**src/rtl/regfile_pkg.sv**
```systemverilog
// regfile_pkg: shared constants and sweep FSM state type for the 2R1W register file
package regfile_pkg;
    localparam int DEF_DATA_W = 32;
    localparam int DEF_ADDR_W = 4;
    typedef enum logic {IDLE = 1'b0, SWEEP = 1'b1} sweep_state_t;
endpackage

```
**src/rtl/regfile_sweep_fsm.sv**
```systemverilog
// regfile_sweep_fsm: flush sequencer that walks every index once, driving zero-writes into the array
module regfile_sweep_fsm
    import regfile_pkg::*;
#(
    parameter int ADDR_W = DEF_ADDR_W
) (
    input  logic              clk,
    input  logic              clear_n,
    input  logic              flush_req,
    output logic              busy,
    output logic              sweep_en,
    output logic [ADDR_W-1:0] sweep_addr
);
    sweep_state_t      r_state;
    sweep_state_t      w_next;
    logic [ADDR_W-1:0] r_cnt;

    always_comb begin
        w_next = r_state;
        if (r_state == IDLE) w_next = flush_req ? SWEEP : IDLE;
        else w_next = (r_cnt == '1) ? IDLE : SWEEP;
    end

    // counter wraps to 0 on the final increment, so it is ready for the next flush
    always_ff @(posedge clk or negedge clear_n) begin
        if (!clear_n) begin
            r_state <= IDLE;
            r_cnt   <= '0;
        end else begin
            r_state <= w_next;
            r_cnt   <= (r_state == SWEEP) ? r_cnt + 1'b1 : '0;
        end
    end

    assign busy       = (r_state == SWEEP);
    assign sweep_en   = (r_state == SWEEP);
    assign sweep_addr = r_cnt;
endmodule

```
**src/rtl/register_file_2r1w.sv**
```systemverilog
// register_file_2r1w: 2 registered read ports, 1 write port with bypass, hardware flush.
// REGFILE_R0_ZERO_EN makes index 0 a hardwired zero.
module register_file_2r1w
    import regfile_pkg::*;
#(
    parameter int DATA_W = DEF_DATA_W,
    parameter int ADDR_W = DEF_ADDR_W
) (
    input  logic              clk,
    input  logic              clear_n,
    input  logic              wr_en,
    input  logic [ADDR_W-1:0] wr_addr,
    input  logic [DATA_W-1:0] wr_data,
    input  logic              rd_en_a,
    input  logic [ADDR_W-1:0] rd_addr_a,
    input  logic              rd_en_b,
    input  logic [ADDR_W-1:0] rd_addr_b,
    output logic [DATA_W-1:0] rd_data_a,
    output logic [DATA_W-1:0] rd_data_b,
    output logic              rd_valid_a,
    output logic              rd_valid_b,
    input  logic              flush_req,
    output logic              busy
);
    localparam int DEPTH = 2 ** ADDR_W;

    logic [DATA_W-1:0] r_mem [DEPTH];
    logic              w_busy;
    logic              w_sweep_en;
    logic [ADDR_W-1:0] w_sweep_addr;
    logic              w_wr_acc;

    regfile_sweep_fsm #(.ADDR_W(ADDR_W)) u_sweep (
        .clk        (clk),
        .clear_n    (clear_n),
        .flush_req  (flush_req),
        .busy       (w_busy),
        .sweep_en   (w_sweep_en),
        .sweep_addr (w_sweep_addr)
    );

`ifdef REGFILE_R0_ZERO_EN
    // index 0 is never written, so its storage stays constant zero
    assign w_wr_acc = wr_en && !w_busy && (wr_addr != '0);
`else
    assign w_wr_acc = wr_en && !w_busy;
`endif

    always_ff @(posedge clk or negedge clear_n) begin
        if (!clear_n) begin
            for (int i = 0; i < DEPTH; i++) r_mem[i] <= '0;
        end else if (w_sweep_en) begin
            r_mem[w_sweep_addr] <= '0;
        end else if (w_wr_acc) begin
            r_mem[wr_addr] <= wr_data;
        end
    end

    always_ff @(posedge clk or negedge clear_n) begin
        if (!clear_n) begin
            rd_data_a  <= '0;
            rd_data_b  <= '0;
            rd_valid_a <= 1'b0;
            rd_valid_b <= 1'b0;
        end else begin
            rd_valid_a <= rd_en_a;
            rd_valid_b <= rd_en_b;
            if (rd_en_a) rd_data_a <= (w_wr_acc && wr_addr == rd_addr_a) ? wr_data : r_mem[rd_addr_a];
            if (rd_en_b) rd_data_b <= (w_wr_acc && wr_addr == rd_addr_b) ? wr_data : r_mem[rd_addr_b];
        end
    end

    assign busy = w_busy;
endmodule

```
**config.mk**
```make
export PLATFORM = sky130hd
export DESIGN_NAME = register_file_2r1w
export DESIGN_NICKNAME = d
export VERILOG_FILES = /design/src/rtl/regfile_pkg.sv /design/src/rtl/regfile_sweep_fsm.sv /design/src/rtl/register_file_2r1w.sv
export SDC_FILE = /design/constraint.sdc
export NUM_CORES = 1
export LEC_CHECK = 0
export CORE_ASPECT_RATIO = 1.75
export CORE_MARGIN = 4
export CORE_UTILIZATION = 45
export CTS_BUF_LIST = sky130_fd_sc_hd__clkbuf_2
export DETAILED_ROUTE_END_ITERATION = 16
export SLEW_MARGIN = 10
export SYNTH_ARGS = -nofsm -noshare
export SYNTH_HDL_FRONTEND = slang
export SYNTH_SLANG_ARGS = --single-unit
```
**constraint.sdc**
```tcl
create_clock -name clk -period 1.8 [get_ports clk]
set_input_delay 0.54 -clock clk [delete_from_list [all_inputs] [get_ports clk]]
set_output_delay 0.54 -clock clk [all_outputs]
set_load 0.01 [all_outputs]
```
* Yosys cells after proc, flatten, opt, wreduce, memory -nomap -nowiden
Index checks and enable logic that the tools add are counted.
** Operators by class
- Add/subtract/negate cells :: 1
- $lt $le $gt $ge :: 6
- Equal/unequal tests :: 3
- Mux-type cells :: 19
- Bitwise gates (word level) :: 6
- Reductions and logical operators :: 7
** Operators by type and width (number)
- 512-bit two-way mux :: 2
- 512-bit bitwise AND :: 1
- 512-bit bitwise mux :: 1
- 512-bit inverter :: 1
- 32-bit binary-select mux with 4-bit select :: 2
- 32-bit demux with 4-bit select :: 2
- 32-bit two-way mux :: 8
- 5-bit greater-or-equal comparator (second input constant) :: 4
- 4-bit inverter with 5-bit output :: 4
- 5-bit by 1-bit < comparator with 1-bit output (second input constant) :: 2
- 4-bit == test :: 2
- 1-bit logical AND :: 5
- 4-bit by 1-bit adder with 4-bit output (second input constant) :: 1
- 4-bit == test (second input constant) :: 1
- 4-bit two-way mux :: 1
- 1-bit two-way mux :: 3
- 2-bit nonzero test :: 1
- 1-bit logical NOT :: 1
** Storage, ports and cells
- Bits in registers :: 583
- Bits of input ports :: 50
- Word-level logic and storage cells :: 64

* Longest topological paths before layout
- Depth in word-level cells :: 8
- Mapped depth :: 7
- Gate-level depth less buffers :: 4

* Cells and area by module
A second synthesis with hierarchy kept.
** Unflattened totals
- Cell total of the unflattened synthesis :: 2266
- Area, all modules :: 29632.2 um^2
** Modules (own cells, without submodules)
- register_file_2r1w :: times used 1, cells each 2249, area an instance 29422.0 um^2, seq. area each 14463.9 um^2
- regfile_sweep_fsm :: times used 1, cells each 17, area an instance 210.2 um^2, seq. area each 125.1 um^2

* Worst setup path after synthesis
OpenSTA, ideal clock, no wires.
- Kind :: in2reg
- From :: input rd_addr_a[1]
- To :: register rd_data_a[0]
- Data arrival time :: 2.001 ns
- Required time :: 1.659 ns
- Path slack :: -0.342 ns
- Stages :: 6
- Path buffers :: 3
- Cells stage by stage :: buf_2 -> buf_2 -> buf_2 -> mux4_2 -> o21ai_0 -> a31oi_1
** Between the ends
- Longest elaborated chain between the ends :: 5
** Ends and longest elaborated chain
- from (decl) :: line register_file_2r1w.sv:15 : input logic [ADDR_W-1:0] rd_addr_a,
- 4-bit inverter with 5-bit output (implied by the code) :: line register_file_2r1w.sv:68 : if (rd_en_a) rd_data_a <= (w_wr_acc && wr_addr == rd_addr_a) ? wr_data : r_mem[rd_addr_a];
- 32-bit binary-select mux with 4-bit select :: line register_file_2r1w.sv:68
- 32-bit two-way mux (implied by the code) (2 in series) :: line register_file_2r1w.sv:68
- 32-bit two-way mux * :: line register_file_2r1w.sv:68
- to (signal assigned) :: line register_file_2r1w.sv:68
- to (decl) :: line register_file_2r1w.sv:18 : output logic [DATA_W-1:0] rd_data_a,
Every way passes the cells marked *; elsewhere a longest branch is shown, timed or not. The select of a mux whose other input is x is not followed.
A chain may end at the register's enable or synchronous reset.

* Final worst setup path
- From :: register rd_data_a[1]
- To :: output rd_data_a[1]
No word-level cell between the ends.

==> insert_results.sql <==
INSERT INTO impl_metrics (metric_group, metric, value, unit) VALUES
('status', 'violations', 'negative setup slack', ''),
('hold_path', 'timing.hold.worst.class', 'in -> reg', ''),
('synth', 'synth.top_cells.by_area', 'sky130_fd_sc_hd__dfrtp_1, sky130_fd_sc_hd__a22o_1, sky130_fd_sc_hd__mux4_2', ''),
('global_route', 'first_pass_grt_wire_length', '179000', 'um'),
('setup_path', 'stage_delay_of_the_slowest_cell_on_the_critical_path', '480', 'ps'),
('pwr', 'leakage', '17.9', 'nW'),
('pwr', 'p_sw', '13.7', 'mW'),
('pwr', 'ir_worst_vdd', '620', 'uV'),
('synth', 'post_synth.cell_area_avg', '13.0', 'sq um'),
('setup_path', 'reg2regPathDepth', '10', ''),
('clock_tree', 'htree_num_levels', '4', ''),
('floorplan', 'floorplan.die_area', '70100', 'sq um'),
('synth', 'yosys.cell_types.count', '34', ''),
('synth', 'yosys_register_bits', '583', ''),
('hold_path', 'instance_count_along_the_most_critical_hold_path', '4', ''),
('detailed_routing', 'route.detailed.vias_per_inst', '6.93', ''),
('hold_path', 'hold_path.startpoint', 'wr_data[21]', ''),
('synth', 'cell_type_with_the_largest_total_area_after_synthesis', 'sky130_fd_sc_hd__dfrtp_1', ''),
('synth', 'synth_fp_nets', '2322', ''),
('sta', 'timing.slew.headroom', '45.9', '%'),
('floorplan', 'core-area', '65300', 'sq um'),
('hold_path', 'hold_end', 'rd_data_b[21]$_DFFE_PN0P_', ''),
('sta', 'setup_repair_after_global_routing_missed_its_margin', 'yes', ''),
('setup_path', 'crit_family', 'flip-flops', ''),
('setup_path', 'timing.critical_path.cells', 'buf_2', ''),
('global_route', 'grt_use_total', '34.3', '%'),
('sta', 'report.final.hold_viol_count', '0', ''),
('finish', 'stdcell_area', '38200', 'sq um'),
('synth', 'sequential_area_share_after_synthesis', '49.3', '%'),
('placed_design', 'dpl.hpwl', '77500', 'um'),
('floorplan', 'num_rows', '124', ''),
('global_route', 'antenna_found_initial', '5', ''),
('setup_path', 'worst_setup_path_end_kind', 'output pin', ''),
('setup_path', 'worst_setup_path_start_kind', 'flop', ''),
('sta', 'final_max_slew_viol_count', '0', ''),
('clock_tree', 'clock_transition_at_path_regs', '120', 'ps'),
('clock_tree', 'numCtsBuffers', '138', ''),
('pwr', 'pwrdens', '1010', 'nW/um^2'),
('synth', 'synth_largest_type_area_fraction', '49.3', '%'),
('detailed_routing', 'ant_nets', '0', ''),
('synth', 'synth_edf_count', '0', ''),
('clock_tree', 'cts.path.max_buffers', '3', ''),
('sta', 'post-route-min-period', '2470', 'ps'),
('floorplan', 'die_width', '202', 'um'),
('detailed_routing', 'detailroute.via_count', '25400', ''),
('setup_path', 'crit_type', 'reg -> out', ''),
('sta', 'worst_slack', '-673', 'ps'),
('pwr', 'p_int', '24.8', 'mW'),
('synth', 'post_synthesis_async_set_or_reset_flop_share', '100', '%'),
('run', 'drv.max_cap_violation_count', '0', ''),
('finish', 'final_net_count', '2748', ''),
('detailed_routing', 'drt_iter0_markers', '2878', ''),
('clock_tree', 'worstSkewPairLatency', '1270', 'ps'),
('pwr', 'power.share.clock', '23.3', '%'),
('synth', 'postSynth.topFlopCell', 'sky130_fd_sc_hd__dfrtp_1', ''),
('status', 'status', 'finished, violations left', ''),
('pwr', 'p_sw_share', '35.6', '%'),
('setup_path', 'r2r_start', 'u_sweep.busy$_DFF_PN0_', ''),
('setup_path', 'critical_path.reg2reg.endpoint', 'r_mem[75]$_DFFE_PN0P_', ''),
('detailed_routing', 'post-route-drc-count', '0', ''),
('synth', 'syn-cell-area', '29600', 'sq um'),
('detailed_routing', 'finalWirelength', '125000', 'um'),
('setup_path', 'worst-endpoint-arrival', '1930', 'ps'),
('pwr', 'combinationalPowerShare', '32.9', '%'),
('sta', 'finClkSkew', '110', 'ps'),
('clock_tree', 'tritoncts', 'built', ''),
('global_route', 'grt_start_max_net_pins', '94', ''),
('synth', 'yosysMostFrequentCell', 'sky130_fd_sc_hd__dfrtp_1', ''),
('sta', 'setup_viol_count_final', '482', ''),
('clock_tree', 'clock_sink_count', '583', ''),
('sta', 'timing.fmax', '404', 'MHz');
==> cells by family after synthesis <==
family,synth area share (%)
mux,21.4
compound gates,22.0
xor+xnor,0.296
buf+inv,4.37
simple gates,2.46
fa+ha+maj,0.169
flops,49.3
==> flip-flops by register name (all words and copies together), names as in the netlist <==
| name | cells |
|---|---|
| rd_data_b | 32 |
| r_mem | 512 |
| rd_data_a | 32 |
| rd_valid_a | 1 |
| u_sweep.busy | 1 |
| u_sweep.sweep_addr | 4 |
| rd_valid_b | 1 |
==> routing by layer <==
metal | wire length, um | track usage [%]
met1 | 43200 | 41.6
met2 | 59400 | 53.9
met3 | 12800 | 8.87
met4 | 9590 | 23.3
met5 | 18 | 0
==> stage by stage <==
step                      setup slack [ps]  power [mW]  hold WS [ps]  cells  setup TNS, ps
after global routing                  -685        39.9          43.3   3662        -112350
after floorplan                      -84.3        22.2           244   2268         -16310
after CTS                             -729        37.4          2.55   3615        -150320
final                                 -673        38.5          72.8   3665         -80650
after detailed placement              -729        27.8           423   3322        -339080
after global placement                -717        27.4           417   3322        -328700
==> what timing repair did <==
item,CTS,global route
buffers inserted,31,48
resized for setup,359,74
endpoints found under the hold margin,650,0
cloned,15,11
pin swaps,6,38
endpoints found under the setup margin,341,626
hold buffers,25,0
==> layout make-up <==
cell class	instances	area (sq um)
sequential	583	14600
tap	882	1100
multi-input combinational	1356	14200
clock inverter	31	203
clock buffer	194	971
fill	5254	27100
timing repair buffer	579	7020
inverter	36	135
antenna	4	10.0
==> worst max path at each step <==
stage	slack, ps	start	endpoint	cells past startpoint
5_1_grt	-680	rd_data_a[1]$_DFFE_PN0P_	rd_data_a[1]	1
2_1_floorplan	-80	wr_addr[0]	r_mem[481]$_DFFE_PN0P_	5
6_report	-670	rd_data_a[1]$_DFFE_PN0P_	rd_data_a[1]	1
3_3_place_gp	-720	rd_addr_b[0]	rd_data_b[14]$_DFFE_PN0P_	8
4_1_cts	-730	rd_data_b[23]$_DFFE_PN0P_	rd_data_b[23]	1
3_5_place_dp	-730	rd_addr_b[0]	rd_data_b[14]$_DFFE_PN0P_	8
==> placed cells by master, fill, tap and decap left out, types with 3 or more instances in the layout <==
master and count:
sky130_fd_sc_hd__dfrtp_1 575, sky130_fd_sc_hd__a22o_1 512, sky130_fd_sc_hd__buf_4 229, sky130_fd_sc_hd__clkbuf_2 194, sky130_fd_sc_hd__mux4_2 192, sky130_fd_sc_hd__buf_12 143
sky130_fd_sc_hd__mux2i_1 128, sky130_fd_sc_hd__buf_6 68, sky130_fd_sc_hd__nor2_1 66, sky130_fd_sc_hd__nand2_1 66, sky130_fd_sc_hd__mux2_2 64, sky130_fd_sc_hd__a221oi_1 64
sky130_fd_sc_hd__o21ai_0 64, sky130_fd_sc_hd__a41o_1 64, sky130_fd_sc_hd__a31oi_1 57, sky130_fd_sc_hd__clkdlybuf4s50_1 40, sky130_fd_sc_hd__buf_2 38, sky130_fd_sc_hd__inv_1 34
sky130_fd_sc_hd__dlygate4sd3_1 24, sky130_fd_sc_hd__clkinv_1 22, sky130_fd_sc_hd__a21oi_4 16, sky130_fd_sc_hd__nor2_4 16, sky130_fd_sc_hd__buf_16 13, sky130_fd_sc_hd__clkbuf_16 11
sky130_fd_sc_hd__buf_8 10, sky130_fd_sc_hd__xor2_1 9, sky130_fd_sc_hd__dfrtp_2 8, sky130_fd_sc_hd__nor3_4 6, sky130_fd_sc_hd__a31oi_2 6, sky130_fd_sc_hd__diode_2 4
sky130_fd_sc_hd__inv_2 4, sky130_fd_sc_hd__ha_1 4, sky130_fd_sc_hd__and2_1 3, sky130_fd_sc_hd__bufinv_16 3, sky130_fd_sc_hd__clkinv_2 3
==> power groups by stage <==
| stage | sequential (mW) | clock [mW] | combinational [mW] |
|---|---|---|---|
| after floorplan | 16.5 | 0 | 5.72 |
| after global placement | 16.8 | 0 | 10.7 |
| after detailed placement | 16.9 | 0 | 10.8 |
| after CTS | 16.7 | 9.05 | 11.6 |
| after global routing | 17.0 | 9.71 | 13.1 |
| final | 16.9 | 8.95 | 12.7 |
Power figures use the tool's default switching activity.
